$ cat src/rtl/write_rr_scheduler_pkg.sv
// Shared definitions for the write round-robin scheduler and its priority picker.
package write_rr_scheduler_pkg;

    // Width of the selector index that drives the channel selector
    localparam int SEL_W = 4;

    // Scheduler FSM encodings
    localparam logic [0:0] ST_IDLE = 1'b0;
    localparam logic [0:0] ST_XFER = 1'b1;

    // Advance a port index by one, wrapping at n ports
    function automatic logic [SEL_W-1:0] wrap_inc(input logic [SEL_W-1:0] idx, input int n);
        if (int'(idx) >= n - 1) begin
            return '0;
        end
        return idx + 1'b1;
    endfunction

endpackage

$ cat src/rtl/write_rr_scheduler_rr_priority_pick.sv
// Combinational round-robin picker: first requesting port at or after ptr,
// wrapping modulo num_of_ports. Shared with the read-side scheduler.
module rr_priority_pick
    import write_rr_scheduler_pkg::*;
#(
    parameter int num_of_ports = 16
) (
    input  logic [num_of_ports-1:0] req_i,
    input  logic [SEL_W-1:0]        ptr_i,
    output logic [SEL_W-1:0]        winner_o,
    output logic                    valid_o
);

    int idx;

    // Scan ptr, ptr+1, ... and keep the first port found requesting
    always_comb begin
        winner_o = '0;
        valid_o  = 1'b0;
        idx      = 0;
        for (int i = 0; i < num_of_ports; i++) begin
            idx = int'(ptr_i) + i;
            if (idx >= num_of_ports) begin
                idx = idx - num_of_ports;
            end
            if (!valid_o && req_i[idx]) begin
                valid_o  = 1'b1;
                winner_o = SEL_W'(idx);
            end
        end
    end

endmodule

$ cat src/rtl/write_rr_scheduler.sv
// Round-robin write scheduler: grants one requester per packet and steers the
// channel selector per accepted beat. A grant ends on last beat, on the burst
// cap, or when the owner withdraws its request; one idle cycle always follows.
module write_rr_scheduler
    import write_rr_scheduler_pkg::*;
#(
    parameter int num_of_ports   = 16,
    parameter int max_beats      = 64,
    parameter int beat_cnt_width = 8
) (
    input  logic                      clk,
    input  logic                      rst,
    input  logic [num_of_ports-1:0]   req_i,
    input  logic [num_of_ports-1:0]   last_i,
    input  logic                      dn_ready_i,
    output logic [num_of_ports-1:0]   grant_o,
    output logic [SEL_W-1:0]          select_o,
    output logic                      sel_enable_o,
    output logic [beat_cnt_width-1:0] beat_cnt_o,
    output logic                      busy_o
);

    localparam logic [beat_cnt_width-1:0] BEAT_CAP = beat_cnt_width'(max_beats);

    logic [0:0]                state_q, state_d;
    logic [num_of_ports-1:0]   grant_q, grant_d;
    logic [SEL_W-1:0]          select_q, select_d;
    logic [beat_cnt_width-1:0] beat_cnt_q, beat_cnt_d;
    logic [SEL_W-1:0]          ptr_q, ptr_d;

    logic [SEL_W-1:0]          pick_idx;
    logic                      pick_vld;
    logic                      owner_req;
    logic                      owner_last;
    logic                      beat_acc;
    logic                      end_grant;
    logic [beat_cnt_width-1:0] beat_inc;

    rr_priority_pick #(
        .num_of_ports (num_of_ports)
    ) u_pick (
        .req_i    (req_i),
        .ptr_i    (ptr_q),
        .winner_o (pick_idx),
        .valid_o  (pick_vld)
    );

    // Owner-qualified beat acceptance and release conditions; non-owners are ignored
    always_comb begin
        owner_req  = req_i[select_q];
        owner_last = last_i[select_q];
        beat_inc   = beat_cnt_q + 1'b1;
        beat_acc   = (state_q == ST_XFER) && dn_ready_i && owner_req;
        end_grant  = (state_q == ST_XFER) &&
                     (!owner_req || (beat_acc && (owner_last || (beat_inc == BEAT_CAP))));
    end

    // Next-state logic: arbitrate in IDLE, count beats and release in XFER
    always_comb begin
        state_d    = state_q;
        grant_d    = grant_q;
        select_d   = select_q;
        beat_cnt_d = beat_cnt_q;
        ptr_d      = ptr_q;
        case (state_q)
            ST_IDLE: begin
                if (pick_vld) begin
                    state_d           = ST_XFER;
                    grant_d           = '0;
                    grant_d[pick_idx] = 1'b1;
                    select_d          = pick_idx;
                    beat_cnt_d        = '0;
                end
            end
            ST_XFER: begin
                if (end_grant) begin
                    // select is kept so the selector input stays stable while idle
                    state_d    = ST_IDLE;
                    grant_d    = '0;
                    beat_cnt_d = '0;
                    ptr_d      = wrap_inc(select_q, num_of_ports);
                end else if (beat_acc) begin
                    beat_cnt_d = beat_inc;
                end
            end
            default: state_d = ST_IDLE;
        endcase
    end

    // State registers with synchronous reset
    always_ff @(posedge clk) begin
        if (rst) begin
            state_q    <= ST_IDLE;
            grant_q    <= '0;
            select_q   <= '0;
            beat_cnt_q <= '0;
            ptr_q      <= '0;
        end else begin
            state_q    <= state_d;
            grant_q    <= grant_d;
            select_q   <= select_d;
            beat_cnt_q <= beat_cnt_d;
            ptr_q      <= ptr_d;
        end
    end

    assign grant_o      = grant_q;
    assign select_o     = select_q;
    assign sel_enable_o = beat_acc;
    assign beat_cnt_o   = beat_cnt_q;
    assign busy_o       = (state_q == ST_XFER);

endmodule

$ cat config.mk
export PLATFORM = sky130hd
export DESIGN_NAME = write_rr_scheduler
export DESIGN_NICKNAME = d
export VERILOG_FILES = /design/src/rtl/write_rr_scheduler_pkg.sv /design/src/rtl/write_rr_scheduler_rr_priority_pick.sv /design/src/rtl/write_rr_scheduler.sv
export SDC_FILE = /design/constraint.sdc
export NUM_CORES = 1
export LEC_CHECK = 0
export ABC_AREA = 1
export BUFFER_PORTS_ARGS = -buffer_cell sky130_fd_sc_hd__buf_4
export CAP_MARGIN = 25
export CELL_PAD_IN_SITES_DETAIL_PLACEMENT = 0
export CELL_PAD_IN_SITES_GLOBAL_PLACEMENT = 1
export CORE_ASPECT_RATIO = 0.6
export CORE_MARGIN = 4
export CORE_UTILIZATION = 35
export CTS_CLUSTER_DIAMETER = 100
export CTS_CLUSTER_SIZE = 16
export DETAILED_ROUTE_END_ITERATION = 7
export GPL_TIMING_DRIVEN = 0
export PLACE_DENSITY_LB_ADDON = 0.05
export RECOVER_POWER = 100
export REMOVE_ABC_BUFFERS = 1
export SLEW_MARGIN = 10
export SYNTH_ARGS = -nofsm -noshare
export SYNTH_HDL_FRONTEND = slang
export SYNTH_SLANG_ARGS = --single-unit
$ cat constraint.sdc
create_clock -name clk -period 3.4 [get_ports clk]
set_clock_uncertainty 0.1 [all_clocks]
set_input_delay 0.17 -clock clk [delete_from_list [all_inputs] [get_ports clk]]
set_output_delay 0.17 -clock clk [all_outputs]
set_load 0.1 [all_outputs]
==> impl_results.html, run 1 <==
<table>
<tr><th>Metric</th><th>Value</th></tr>
<tr><th colspan="2">Detailed routing</th></tr>
<tr><td>Iter 0 DRT Violations</td><td>356</td></tr>
<tr><td>Remaining antenna violation count</td><td>0</td></tr>
<tr><td>Mean routed wirelength per cell</td><td>approximately 17 um</td></tr>
<tr><td>Aggregate routed wire length</td><td>about 14000 um</td></tr>
<tr><td>Length of the first detailed-routing pass in iterations</td><td>5</td></tr>
<tr><td>Number of design rule violations left after detail routing</td><td>0</td></tr>
<tr><td>DR vias</td><td>~4700</td></tr>
<tr><td>Vias per std cell</td><td>~5.4</td></tr>
<tr><th colspan="2">Critical path</th></tr>
<tr><td>Sort of element at the start of the critical path</td><td>flop</td></tr>
<tr><td>Library cell contributing the largest single delay on the critical path</td><td>dfxtp_4</td></tr>
<tr><td>Class of the most critical setup path</td><td>flop to flop</td></tr>
<tr><td>CP peak stage delay</td><td>~0.36 ns</td></tr>
<tr><td>Req. time, crit path</td><td>~3.5 ns</td></tr>
<tr><td>Endpoint kind of the worst setup timing path</td><td>flop</td></tr>
<tr><td>Number of cells traversed by the worst register-to-register path</td><td>24</td></tr>
<tr><td>Most Frequent Cell on Critical Path</td><td>nor2_1</td></tr>
<tr><td>Crit-path cells</td><td>clkinvlp_4 &gt; buf_6 &gt; ha_4 &gt; clkinvlp_4 &gt; nand3_2 &gt; nand3_2 &gt; nand2_2 &gt; nand2_2 &gt; nand2_4 &gt; nor2_8 &gt; nand4_1 &gt; nor2_1 &gt; nor2_1 &gt; nand2_1 &gt; nor2_1 &gt; nand3_1 &gt; nor2_1 &gt; nand3_1 &gt; nor2_2 &gt; nand4_1 &gt; buf_6 &gt; nor2_4 &gt; nand2_1 &gt; a21oi_2</td></tr>
<tr><td>Reg2Reg Setup Slack</td><td>-0.13 ns</td></tr>
<tr><td>Critical-path maximum fanout</td><td>5</td></tr>
<tr><td>Arrival time of data at the critical path endpoint</td><td>3.64 ns</td></tr>
<tr><th colspan="2">Floorplan</th></tr>
<tr><td>Horizontal extent of the die</td><td>approximately 140 um</td></tr>
<tr><td>Area of the die</td><td>12200 um2</td></tr>
<tr><td>Initial standard-cell utilization of the core</td><td>a little over a third</td></tr>
<tr><td>Core Footprint</td><td>approximately 10000 um2</td></tr>
<tr><td>Placement Rows</td><td>28</td></tr>
<tr><td>Die span in y</td><td>about 87 um</td></tr>
<tr><td>Top-Level Pins</td><td>65</td></tr>
<tr><th colspan="2">STA</th></tr>
<tr><td>Worst-case headroom to the max-slew limit</td><td>22.5%</td></tr>
<tr><td>Total count of hold-check failures in the final report</td><td>0</td></tr>
<tr><td>Maximum frequency from static timing analysis</td><td>283 MHz</td></tr>
<tr><td>Actual transition at the worst max-transition pin</td><td>approximately 1.2 ns</td></tr>
<tr><td>Worst hold-check slack</td><td>about 0.18 ns</td></tr>
<tr><td>Total count of max-transition violations in the final report</td><td>0</td></tr>
<tr><td>Final worst-path setup slack</td><td>-0.130 ns</td></tr>
<tr><td>Post-route fraction of the period consumed by the critical path</td><td>104%</td></tr>
<tr><td>Final setup violation count</td><td>16</td></tr>
<tr><td>Fin crit period</td><td>3.53 ns</td></tr>
<tr><td>Setup repair after global routing missed its margin</td><td>yes</td></tr>
<tr><th colspan="2">Cells and area</th></tr>
<tr><td>Leading cell types in the layout, fill and taps excluded</td><td>nand2_1, nand3_1, buf_4, nor2_1, inv_1</td></tr>
<tr><td>Multi-input gate area in the final layout</td><td>about 3100 um2</td></tr>
<tr><td>Number of nets at the end of the flow</td><td>~780</td></tr>
<tr><td>Post-layout instance count excluding filler cells</td><td>about 870</td></tr>
<tr><td>Filler Cells Inserted</td><td>1030</td></tr>
<tr><td>Sequential cell area</td><td>between 600 and 700 um2</td></tr>
<tr><td>Growth of design area from synthesis to finish</td><td>41.5%</td></tr>
<tr><td>Most common cell after layout, fill and taps aside</td><td>nand2_1</td></tr>
<tr><td>Ratio of cells with drive above 1 in the final layout</td><td>between 20 and 30%</td></tr>
<tr><td>Ant diodes</td><td>0</td></tr>
<tr><th colspan="2">Placed design</th></tr>
<tr><td>Placer congestion estimate</td><td>0.910</td></tr>
<tr><td>Placed Cells</td><td>816</td></tr>
<tr><td>Buffers added on ports</td><td>64</td></tr>
<tr><td>Total half-perimeter wirelength after legalization and detailed placement</td><td>about 10000 um</td></tr>
<tr><th colspan="2">Clock tree</th></tr>
<tr><td>Clock root buffer</td><td>clkbuf_16</td></tr>
<tr><td>H-tree levels</td><td>2</td></tr>
<tr><td>Number of clock buffers inserted by TritonCTS</td><td>5</td></tr>
<tr><td>Clock net sink count</td><td>33</td></tr>
<tr><td>Clock tree from TritonCTS</td><td>done</td></tr>
<tr><td>Hold Buf Count CTS</td><td>0</td></tr>
<tr><td>Clock latency on the worst-skew pair</td><td>between 0.2 and 0.3 ns</td></tr>
<tr><td>Clock transition at the registers of the reported paths</td><td>roughly 0.05 ns</td></tr>
<tr><td>Clk buf depth</td><td>2</td></tr>
<tr><th colspan="2">Yosys</th></tr>
<tr><td>Number of warning messages in the yosys log</td><td>0</td></tr>
<tr><td>Cell area after synthesis</td><td>between 3000 and 4000 um2</td></tr>
<tr><td>Sequential fraction of the synthesis area</td><td>18.1%</td></tr>
<tr><td>Mapped Cells</td><td>634</td></tr>
<tr><td>FF+latch count, synth</td><td>33</td></tr>
<tr><td>Count of distinct cell types in the synthesized netlist</td><td>43</td></tr>
<tr><td>Average size of a mapped cell</td><td>5.74 um2</td></tr>
<tr><th colspan="2">Global routing</th></tr>
<tr><td>Via count of the first global-routing pass</td><td>roughly 4200</td></tr>
<tr><td>First-pass GRT wire length</td><td>roughly 22000 um</td></tr>
<tr><td>Remaining Overflow, GRT</td><td>0</td></tr>
<tr><td>Overall track demand over capacity in global routing</td><td>22.9%</td></tr>
<tr><td>Pin count of the biggest net entering global routing</td><td>25</td></tr>
<tr><td>Antenna violations before repair</td><td>0</td></tr>
<tr><th colspan="2">Min path</th></tr>
<tr><td>Hold Path Depth</td><td>2</td></tr>
<tr><td>Hold/Removal Path Class</td><td>input port to flop</td></tr>
<tr><th colspan="2">Run status</th></tr>
<tr><td>Violations in the final reports</td><td>negative setup slack</td></tr>
<tr><td>Result of the run</td><td>complete, but fails checks</td></tr>
<tr><th colspan="2">Job</th></tr>
<tr><td>Number of violations of the max-capacitance limit</td><td>0</td></tr>
</table>
[registers in the layout, summed over array words and instances, names as in the netlist]
signal	flops
ptr_q	4
select_o	4
beat_cnt_o	8
grant_o	16
busy_o	1
[layout make-up]
| type | count | area share (%) |
|---|---|---|
| Multi-Input combinational cell | 511 | 59.7 |
| Inverter | 74 | 6.02 |
| Timing Repair inverter | 1 | 0.146 |
| Tap cell | 135 | 3.28 |
| Clock inverter | 1 | 0.583 |
| Clock buffer | 7 | 2.77 |
| Sequential cell | 33 | 13.1 |
| Timing Repair Buffer | 107 | 14.4 |
[cells in the mapped netlist (all sizes together)]
cell type,count,area share (%)
o21bai,1,0.21
clkbuf,8,0.82
o21ai,26,3.7
o22ai,3,0.52
nand3,119,17
a21oi,43,6.7
nand2,166,18
o211ai,1,0.21
a211oi,2,0.55
nand4,19,4.3
o21a,4,0.82
dfxtp,33,18
xor2,10,2.4
inv,72,7.5
xnor2,2,0.48
a21boi,1,0.21
a221oi,3,0.72
nand3b,1,0.21
o2111ai,1,0.24
buf,9,1.8
nor4,2,0.34
nor3,5,0.82
o221ai,2,0.48
ha,9,3.1
clkinv,2,0.21
nor2,90,11
[layer usage]
layer  global-route usage, %  vias up  routed length, um
met5                       0        -                  0
met4                    2.02        0                 70
met3                    6.58        6               1250
met2                    31.7      177               5580
met1                    35.8     2193               7510
li1                        -     2314                  -
[worst max-delay path, delay by kind of cell (launching register included)]
| family | cells | cell delay (ns) |
|---|---|---|
| AO/OA/AOI/OAI | 1 | 0.12 |
| adder cells (fa/ha/maj) | 1 | 0.35 |
| buffers and inverters | 4 | 0.63 |
| flip-flops | 1 | 0.36 |
| AND/OR/NAND/NOR | 18 | 1.84 |
[final timing paths]
| kind | start | to |
|---|---|---|
| max | ptr_q[1] | grant_o[3] |
| max reg2reg | ptr_q[1] | grant_o[3] |
| min | rst | grant_o[14] |
| min reg2reg | grant_o[1] | grant_o[1] |
[repair_timing]
action	4_1_cts	5_1_grt
setup endpoints to repair	29	29
resized for setup	84	57
buffers inserted	34	9
pin swaps	29	52
cloned	2	0
[through the flow]
stage	setup TNS [ns]	worst slack, ns	util, %	area [um2]
after global placement	-42.80	-1.56	42.0	4200
final	-1.39	-0.130	51.6	5150
after CTS	-1.68	-0.108	49.8	4980
after detailed placement	-42.49	-1.55	42.0	4200
after floorplan	-18.80	-0.720	-	3550
after global routing	-6.16	-0.298	51.6	5150
[cell families (layout without fill, tap and decap cells)]
| group | Yosys count | in the layout | share of synthesized area, % |
|---|---|---|---|
| xor+xnor | 12 | 12 | 2.89 |
| buf+inv | 91 | 190 | 10.3 |
| fa+ha+maj | 9 | 9 | 3.09 |
| flops | 33 | 33 | 18.1 |
| compound gates | 87 | 87 | 14.4 |
| simple gates | 402 | 403 | 51.2 |
Power of run 1 is not shown: default switching activity piles up to over one toggle a cycle in this logic, so the estimate is an artifact.
==> inputs of run 2 (changes only) <==
PLACE_DENSITY_LB_ADDON = 0.1   (was 0.05)
==> run 2 against run 1 <==
  * The flow still finishes with violations (negative setup slack)
  * Via count grew 0.23%
  * Utilization shrank 1.1 points
  * Critical path depth shrank 2
  * Clock-buffer cell count shrank 2
  * Die area is the same
  * Cell count grew 0.12%
==> impl_results.html, run 2 (synthesis gave the netlist of run 1 again) <==
<table>
<tr><th>Metric</th><th>Value</th></tr>
<tr><th colspan="2">Critical path</th></tr>
<tr><td>Crit-path cells</td><td>clkinvlp_4 &gt; buf_6 &gt; ha_4 &gt; buf_4 &gt; clkinvlp_4 &gt; nand3_1 &gt; nand3_1 &gt; nand2_1 &gt; inv_1 &gt; o21a_1 &gt; nand4_1 &gt; buf_4 &gt; inv_1 &gt; nand2_1 &gt; nand3_1 &gt; nor2_1 &gt; nand3_1 &gt; nor2_2 &gt; nand4_1 &gt; nor2_2 &gt; nand2_1 &gt; a21oi_2</td></tr>
<tr><td>Req. time, crit path</td><td>3.52 ns (about the same)</td></tr>
<tr><td>Buf/Inv on CP</td><td>7 (+3)</td></tr>
<tr><td>Arrival time of data at the critical path endpoint</td><td>3.65 ns (about the same)</td></tr>
<tr><td>Library cell contributing the largest single delay on the critical path</td><td>dfxtp_4</td></tr>
<tr><td>Reg2Reg Setup Slack</td><td>-0.13 ns (about the same)</td></tr>
<tr><td>Endpoint kind of the worst setup timing path</td><td>flop</td></tr>
<tr><td>Most Frequent Cell on Critical Path</td><td>nand3_1</td></tr>
<tr><td>RR Endpoint</td><td>grant_o[7]</td></tr>
<tr><td>Critical-path maximum fanout</td><td>6 (+1)</td></tr>
<tr><td>Worst r2r src</td><td>ptr_q[1]</td></tr>
<tr><td>Family with the most delay on the worst path</td><td>simple AND/OR/NAND/NOR gates</td></tr>
<tr><td>Class of the most critical setup path</td><td>flop to flop</td></tr>
<tr><td>CP peak stage delay</td><td>0.37 ns (about the same)</td></tr>
<tr><td>Number of cells traversed by the worst register-to-register path</td><td>22 (-8.3%)</td></tr>
<tr><td>Sort of element at the start of the critical path</td><td>flop</td></tr>
<tr><th colspan="2">Floorplan</th></tr>
<tr><td>Horizontal extent of the die</td><td>140 um (unchanged)</td></tr>
<tr><td>Initial standard-cell utilization of the core</td><td>36.5% (unchanged)</td></tr>
<tr><td>Die span in y</td><td>87.0 um (unchanged)</td></tr>
<tr><td>Core Footprint</td><td>9980 um2 (unchanged)</td></tr>
<tr><td>Placement Rows</td><td>28 (unchanged)</td></tr>
<tr><td>Area of the die</td><td>12200 um2 (unchanged)</td></tr>
<tr><td>Top-Level Pins</td><td>65 (unchanged)</td></tr>
<tr><th colspan="2">Detailed routing</th></tr>
<tr><td>Mean routed wirelength per cell</td><td>16.3 um (-1.5%)</td></tr>
<tr><td>Number of design rule violations left after detail routing</td><td>0 (unchanged)</td></tr>
<tr><td>Aggregate routed wire length</td><td>14200 um (-1.3%)</td></tr>
<tr><td>DR vias</td><td>4701 (+0.23%)</td></tr>
<tr><td>Iter 0 DRT Violations</td><td>415 (+17%)</td></tr>
<tr><td>Length of the first detailed-routing pass in iterations</td><td>6 (+1)</td></tr>
<tr><td>Remaining antenna violation count</td><td>0 (unchanged)</td></tr>
<tr><td>Vias per std cell</td><td>5.40 (+0.12%)</td></tr>
<tr><th colspan="2">STA</th></tr>
<tr><td>Final setup violation count</td><td>16 (unchanged)</td></tr>
<tr><td>Total count of hold-check failures in the final report</td><td>0 (unchanged)</td></tr>
<tr><td>Maximum frequency from static timing analysis</td><td>283 MHz (about the same)</td></tr>
<tr><td>Post-route fraction of the period consumed by the critical path</td><td>104% (about the same)</td></tr>
<tr><td>Final worst-path setup slack</td><td>-0.129 ns (+0.000689 ns)</td></tr>
<tr><td>Worst-case headroom to the max-slew limit</td><td>21.3% (-1.2 points)</td></tr>
<tr><td>Total count of max-transition violations in the final report</td><td>0 (unchanged)</td></tr>
<tr><td>Actual transition at the worst max-transition pin</td><td>1.19 ns (+0.0174 ns)</td></tr>
<tr><td>Fin crit period</td><td>3.53 ns (-0.000689 ns)</td></tr>
<tr><td>Setup repair after global routing missed its margin</td><td>yes</td></tr>
<tr><th colspan="2">Cells and area</th></tr>
<tr><td>Ant diodes</td><td>0 (unchanged)</td></tr>
<tr><td>Leading cell types in the layout, fill and taps excluded</td><td>nand2_1, nand3_1, buf_4, nor2_1, inv_1</td></tr>
<tr><td>Number of nets at the end of the flow</td><td>778 (+0.13%)</td></tr>
<tr><td>Growth of design area from synthesis to finish</td><td>38.6%</td></tr>
<tr><td>Ratio of cells with drive above 1 in the final layout</td><td>27.9% (-1.7 points)</td></tr>
<tr><td>Post-layout instance count excluding filler cells</td><td>870 (+0.12%)</td></tr>
<tr><td>Most common cell after layout, fill and taps aside</td><td>nand2_1</td></tr>
<tr><td>Largest register FFs</td><td>16 (unchanged)</td></tr>
<tr><th colspan="2">Job</th></tr>
<tr><td>Number of violations of the max-capacitance limit</td><td>0 (unchanged)</td></tr>
<tr><th colspan="2">Clock tree</th></tr>
<tr><td>Clock net sink count</td><td>33 (unchanged)</td></tr>
<tr><td>Clock latency on the worst-skew pair</td><td>0.28 ns (about the same)</td></tr>
<tr><td>Number of clock buffers inserted by TritonCTS</td><td>5 (unchanged)</td></tr>
<tr><td>Clock transition at the registers of the reported paths</td><td>0.06 ns (about the same)</td></tr>
<tr><td>Clk buf depth</td><td>2 (unchanged)</td></tr>
<tr><td>H-tree levels</td><td>2 (unchanged)</td></tr>
<tr><td>Clock tree from TritonCTS</td><td>done</td></tr>
<tr><td>Clock root buffer</td><td>clkbuf_16</td></tr>
<tr><th colspan="2">Placed design</th></tr>
<tr><td>Placed Cells</td><td>816 (unchanged)</td></tr>
<tr><td>Placer congestion estimate</td><td>0.879 (-3.4%)</td></tr>
<tr><td>Buffers added on ports</td><td>64 (unchanged)</td></tr>
<tr><td>Total half-perimeter wirelength after legalization and detailed placement</td><td>10400 um (-0.69%)</td></tr>
<tr><th colspan="2">Global routing</th></tr>
<tr><td>First-pass GRT wire length</td><td>22500 um (+1.1%)</td></tr>
<tr><td>Pin count of the biggest net entering global routing</td><td>25 (unchanged)</td></tr>
<tr><td>Overall track demand over capacity in global routing</td><td>23.1% (+0.19 points)</td></tr>
<tr><td>Via count of the first global-routing pass</td><td>4279 (+1.2%)</td></tr>
<tr><td>Antenna violations before repair</td><td>0 (unchanged)</td></tr>
<tr><td>Remaining Overflow, GRT</td><td>0 (unchanged)</td></tr>
<tr><th colspan="2">Run status</th></tr>
<tr><td>Result of the run</td><td>complete, but fails checks</td></tr>
<tr><td>Violations in the final reports</td><td>negative setup slack</td></tr>
<tr><th colspan="2">Min path</th></tr>
<tr><td>Hold Path Depth</td><td>2 (unchanged)</td></tr>
<tr><td>Terminating pin of the worst hold path</td><td>grant_o[6]</td></tr>
<tr><td>Min-delay src</td><td>rst</td></tr>
<tr><td>Hold/Removal Path Class</td><td>input port to flop</td></tr>
</table>
[run 2: changes by cell type in the layout (fill, tap and decap cells not counted), moves of 3 or more]
cell,delta
buf_6,-4
nand2_2,-6
nor2_4,-3
a21oi_1,+4
a21oi_2,-4
nand2_1,+8
buf_4,+6
nand3_2,+3
[run 2: repair_timing]
item / 4_1_cts / 5_1_grt
hold endpoints to repair: 0 / 0
endpoints found under the setup margin: 29 / 31
pin swaps: 33 / 36
setup buffers: 38 / 7
hold buffers: 0 / 0
gates cloned: 1 / 0
resized for setup: 82 / 30
[run 2: final cells by class]
type	count	area, um2
Multi-Input combinational cell	510	3010
Clock inverter	3	17.5
Clock buffer	5	125
Inverter	74	303
Tap cell	135	169
Timing Repair Buffer	109	744
Fill cell	1089	4940
Timing Repair inverter	1	7.51
Sequential cell	33	673
[run 2: worst max path at each step]
| stage | start | end | slack (ns) | cells past startpoint |
|---|---|---|---|---|
| finish | ptr_q[1] | grant_o[7] | -0.13 | 22 |
| floorplan | select_o[0] | beat_cnt_o[4] | -0.72 | 15 |
| CTS | ptr_q[1] | beat_cnt_o[2] | -0.0005 | 23 |
| global placement | ptr_q[0] | grant_o[10] | -1.62 | 21 |
| detailed placement | ptr_q[0] | grant_o[10] | -1.67 | 21 |
| global route | ptr_q[1] | grant_o[11] | -0.36 | 26 |
[run 2: per-stage QoR]
step           hold WS [ns]  setup WS (ns)  cell area, um2  setup TNS [ns]  util [%]
2_1_floorplan         0.132         -0.720            3550          -18.80         -
3_3_place_gp          0.355          -1.62            4200          -44.29      42.0
3_5_place_dp          0.360          -1.67            4200          -45.83      42.0
4_1_cts               0.164      -0.000461            4980       -0.000880      49.9
5_1_grt               0.174         -0.361            5040           -6.56      50.5
6_report              0.167         -0.129            5040           -1.57      50.5
[run 2: metal layers]
layer  GRT usage (%)  up-vias  part of all wire, %
li1                -     2308                    -
met1            36.7     2201                   52
met2            32.6      182                   39
met3            4.61       10                  7.7
met4            2.11        0                 0.49
met5               0        -                    0
Power of run 2 is left out for the same reason.
==> inputs of run 3 (changes only) <==
GPL_TIMING_DRIVEN = unset   (was 0)
SKIP_LAST_GASP = 1   (was unset)
==> run 3 against run 2 <==
  * The flow now finishes without violations
  * Setup slack improved by 0.23 ns
  * Routed wire length grew 4.2%
  * Global-route usage down 0.58 points
  * Die area did not move
  * Via count grew 2.9%
  * Worst hold slack lost 0.0044 ns
  * Critical endpoint is now grant_o[12]
==> impl_results.html, run 3 (synthesis gave the netlist of run 1 again) <==
<table>
<tr><th>Metric</th><th>Value</th></tr>
<tr><th colspan="2">Detailed routing</th></tr>
<tr><td>Iter 0 DRT Violations</td><td>464 (+12%)</td></tr>
<tr><td>DR vias</td><td>4836 (+2.9%)</td></tr>
<tr><td>Mean routed wirelength per cell</td><td>16.3 um (-0.46%)</td></tr>
<tr><td>Remaining antenna violation count</td><td>0 (unchanged)</td></tr>
<tr><td>Number of design rule violations left after detail routing</td><td>0 (unchanged)</td></tr>
<tr><td>Vias per std cell</td><td>5.31 (-1.8%)</td></tr>
<tr><td>Length of the first detailed-routing pass in iterations</td><td>5 (-1)</td></tr>
<tr><td>Aggregate routed wire length</td><td>14800 um (+4.2%)</td></tr>
<tr><th colspan="2">Cells and area</th></tr>
<tr><td>Number of nets at the end of the flow</td><td>819 (+5.3%)</td></tr>
<tr><td>Largest register FFs</td><td>16 (unchanged)</td></tr>
<tr><td>Ant diodes</td><td>0 (unchanged)</td></tr>
<tr><td>Most common cell after layout, fill and taps aside</td><td>nand2_1</td></tr>
<tr><td>Post-layout instance count excluding filler cells</td><td>911 (+4.7%)</td></tr>
<tr><td>Leading cell types in the layout, fill and taps excluded</td><td>nand2_1, buf_4, nand3_1, nor2_1, inv_1</td></tr>
<tr><td>Ratio of cells with drive above 1 in the final layout</td><td>32.5% (+4.6 points)</td></tr>
<tr><td>Final Cell Area</td><td>5470 um2 (+8.5%)</td></tr>
<tr><td>Growth of design area from synthesis to finish</td><td>50.3%</td></tr>
<tr><th colspan="2">Clock tree</th></tr>
<tr><td>Clk buf depth</td><td>2 (unchanged)</td></tr>
<tr><td>Clock transition at the registers of the reported paths</td><td>0.06 ns (about the same)</td></tr>
<tr><td>H-tree levels</td><td>2 (unchanged)</td></tr>
<tr><td>Clock net sink count</td><td>33 (unchanged)</td></tr>
<tr><td>Clock latency on the worst-skew pair</td><td>0.28 ns (about the same)</td></tr>
<tr><td>Number of clock buffers inserted by TritonCTS</td><td>5 (unchanged)</td></tr>
<tr><td>Clock root buffer</td><td>clkbuf_16</td></tr>
<tr><td>Hold Buf Count CTS</td><td>0 (unchanged)</td></tr>
<tr><td>Clock tree from TritonCTS</td><td>done</td></tr>
<tr><th colspan="2">STA</th></tr>
<tr><td>Maximum frequency from static timing analysis</td><td>303 MHz (+7.0%)</td></tr>
<tr><td>Final worst-path setup slack</td><td>0.101 ns (+0.230 ns)</td></tr>
<tr><td>Worst-case headroom to the max-slew limit</td><td>21.7% (+0.36 points)</td></tr>
<tr><td>Setup repair after global routing missed its margin</td><td>yes</td></tr>
<tr><td>Final setup violation count</td><td>0 (-16)</td></tr>
<tr><td>Post-route fraction of the period consumed by the critical path</td><td>97.0% (-6.8 points)</td></tr>
<tr><td>Actual transition at the worst max-transition pin</td><td>1.18 ns (-0.00539 ns)</td></tr>
<tr><td>Total count of hold-check failures in the final report</td><td>0 (unchanged)</td></tr>
<tr><td>Fin crit period</td><td>3.30 ns (-0.230 ns)</td></tr>
<tr><td>Total count of max-transition violations in the final report</td><td>0 (unchanged)</td></tr>
<tr><td>Final sum of negative setup slack</td><td>0 ns (+1.57 ns)</td></tr>
<tr><th colspan="2">Placed design</th></tr>
<tr><td>Total half-perimeter wirelength after legalization and detailed placement</td><td>11200 um (+7.3%)</td></tr>
<tr><td>Placer congestion estimate</td><td>0.949 (+8.0%)</td></tr>
<tr><td>Placed Cells</td><td>877 (+7.5%)</td></tr>
<tr><td>Minimum setup slack after placement</td><td>-0.129 ns (+1.54 ns)</td></tr>
<tr><td>Buffers added on ports</td><td>64 (unchanged)</td></tr>
<tr><td>Area after DPL</td><td>4670 um2 (+11%)</td></tr>
<tr><th colspan="2">Job</th></tr>
<tr><td>Number of violations of the max-capacitance limit</td><td>0 (unchanged)</td></tr>
<tr><th colspan="2">Critical path</th></tr>
<tr><td>Req. time, crit path</td><td>3.51 ns (about the same)</td></tr>
<tr><td>Critical-path maximum fanout</td><td>5 (-1)</td></tr>
<tr><td>RR Endpoint</td><td>grant_o[12]</td></tr>
<tr><td>Worst r2r src</td><td>ptr_q[0]</td></tr>
<tr><td>Sort of element at the start of the critical path</td><td>flop</td></tr>
<tr><td>Number of cells traversed by the worst register-to-register path</td><td>23 (+4.5%)</td></tr>
<tr><td>Class of the most critical setup path</td><td>flop to flop</td></tr>
<tr><td>Reg2Reg Setup Slack</td><td>0.10 ns (+0.23 ns)</td></tr>
<tr><td>Arrival time of data at the critical path endpoint</td><td>3.41 ns (-0.24 ns)</td></tr>
<tr><td>Endpoint kind of the worst setup timing path</td><td>flop</td></tr>
<tr><th colspan="2">Floorplan</th></tr>
<tr><td>Initial standard-cell utilization of the core</td><td>36.5% (unchanged)</td></tr>
<tr><td>Placement Rows</td><td>28 (unchanged)</td></tr>
<tr><td>Horizontal extent of the die</td><td>140 um (unchanged)</td></tr>
<tr><td>Top-Level Pins</td><td>65 (unchanged)</td></tr>
<tr><td>Core Footprint</td><td>9980 um2 (unchanged)</td></tr>
<tr><td>Die span in y</td><td>87.0 um (unchanged)</td></tr>
<tr><td>Area of the die</td><td>12200 um2 (unchanged)</td></tr>
<tr><th colspan="2">Min path</th></tr>
<tr><td>Min-delay src</td><td>rst</td></tr>
<tr><td>Hold Path Depth</td><td>2 (unchanged)</td></tr>
<tr><td>Hold/Removal Path Class</td><td>input port to flop</td></tr>
<tr><td>Terminating pin of the worst hold path</td><td>grant_o[13]</td></tr>
<tr><th colspan="2">Global routing</th></tr>
<tr><td>First-pass GRT wire length</td><td>22300 um (-1.0%)</td></tr>
<tr><td>Pin count of the biggest net entering global routing</td><td>25 (unchanged)</td></tr>
<tr><td>Via count of the first global-routing pass</td><td>4374 (+2.2%)</td></tr>
<tr><td>Antenna violations before repair</td><td>0 (unchanged)</td></tr>
<tr><td>Overall track demand over capacity in global routing</td><td>22.5% (-0.58 points)</td></tr>
<tr><td>Remaining Overflow, GRT</td><td>0 (unchanged)</td></tr>
<tr><th colspan="2">Run status</th></tr>
<tr><td>Result of the run</td><td>finished, final reports clean</td></tr>
</table>
[run 3: cell types whose count changed in the layout (fill, tap and decap cells not counted), moves of 3 or more]
cell | previous run | this run
nand2_1 | 149 | 143
clkinvlp_4 | 6 | 0
nand3_1 | 92 | 97
inv_2 | 5 | 10
nand3_4 | 1 | 6
buf_6 | 5 | 8
nor2_4 | 14 | 10
inv_1 | 61 | 57
nand2_2 | 12 | 18
nand3_2 | 26 | 16
buf_4 | 75 | 105
ha_1 | 7 | 4
nor2_2 | 11 | 15
[run 3: worst max-delay path by stage]
stage,startpoint,endpoint,depth (start not counted)
2_1_floorplan,select_o[0],beat_cnt_o[4],15
3_3_place_gp,ptr_q[0],grant_o[4],20
5_1_grt,ptr_q[2],grant_o[7],26
3_5_place_dp,ptr_q[0],grant_o[15],26
6_report,ptr_q[0],grant_o[12],23
4_1_cts,ptr_q[0],grant_o[0],25
[run 3: critical path: stages (launching register included)]
cell and delay [ns]:
dfxtp_4 0.38, inv_4 0.05, ha_4 0.31, buf_8 0.15, nand3_4 0.10, nand3_4 0.08, nand2_2 0.06, nand2_2 0.10
nand2_4 0.09, nor2_8 0.13, nand4_4 0.10, nor2_4 0.17, nand4_4 0.11, nor2_4 0.16, nand4_4 0.11, nor2_4 0.14
buf_6 0.13, buf_6 0.09, nand3_2 0.05, nand4_1 0.21, nand2_1 0.12, inv_2 0.11, nand2_1 0.07, a21oi_1 0.11
[run 3: per-layer routing]
layer  vias up  share of wire [%]  track usage [%]
met1      2223                 52             36.2
met2       203                 39             30.1
li1       2392                  -                -
met4         0               0.63             2.99
met3        18                8.3             5.32
met5         -                  0                0
[run 3: what timing repair did]
item	4_1_cts	5_1_grt
buffers inserted	0	23
cloned	0	3
gates resized for setup	10	122
setup endpoints to repair	17	28
pin swaps	0	43
[run 3: through the flow]
step | util [%] | hold WS [ns]
5_1_grt | 54.8 | 0.172
6_report | 54.8 | 0.163
2_1_floorplan | - | 0.132
3_3_place_gp | 46.7 | 0.356
3_5_place_dp | 46.7 | 0.357
4_1_cts | 48.9 | 0.157
[run 3: cell type report]
cell class / count / area (um2)
well taps: 135 / 169
multi-input cells: 510 / 3030
fillers: 1013 / 4510
flip-flops and latches: 33 / 671
repair buffers: 151 / 1140
inverters: 74 / 293
clock buffers: 7 / 143
clock inverters: 1 / 30.0
Power of run 3 is left out for the same reason.
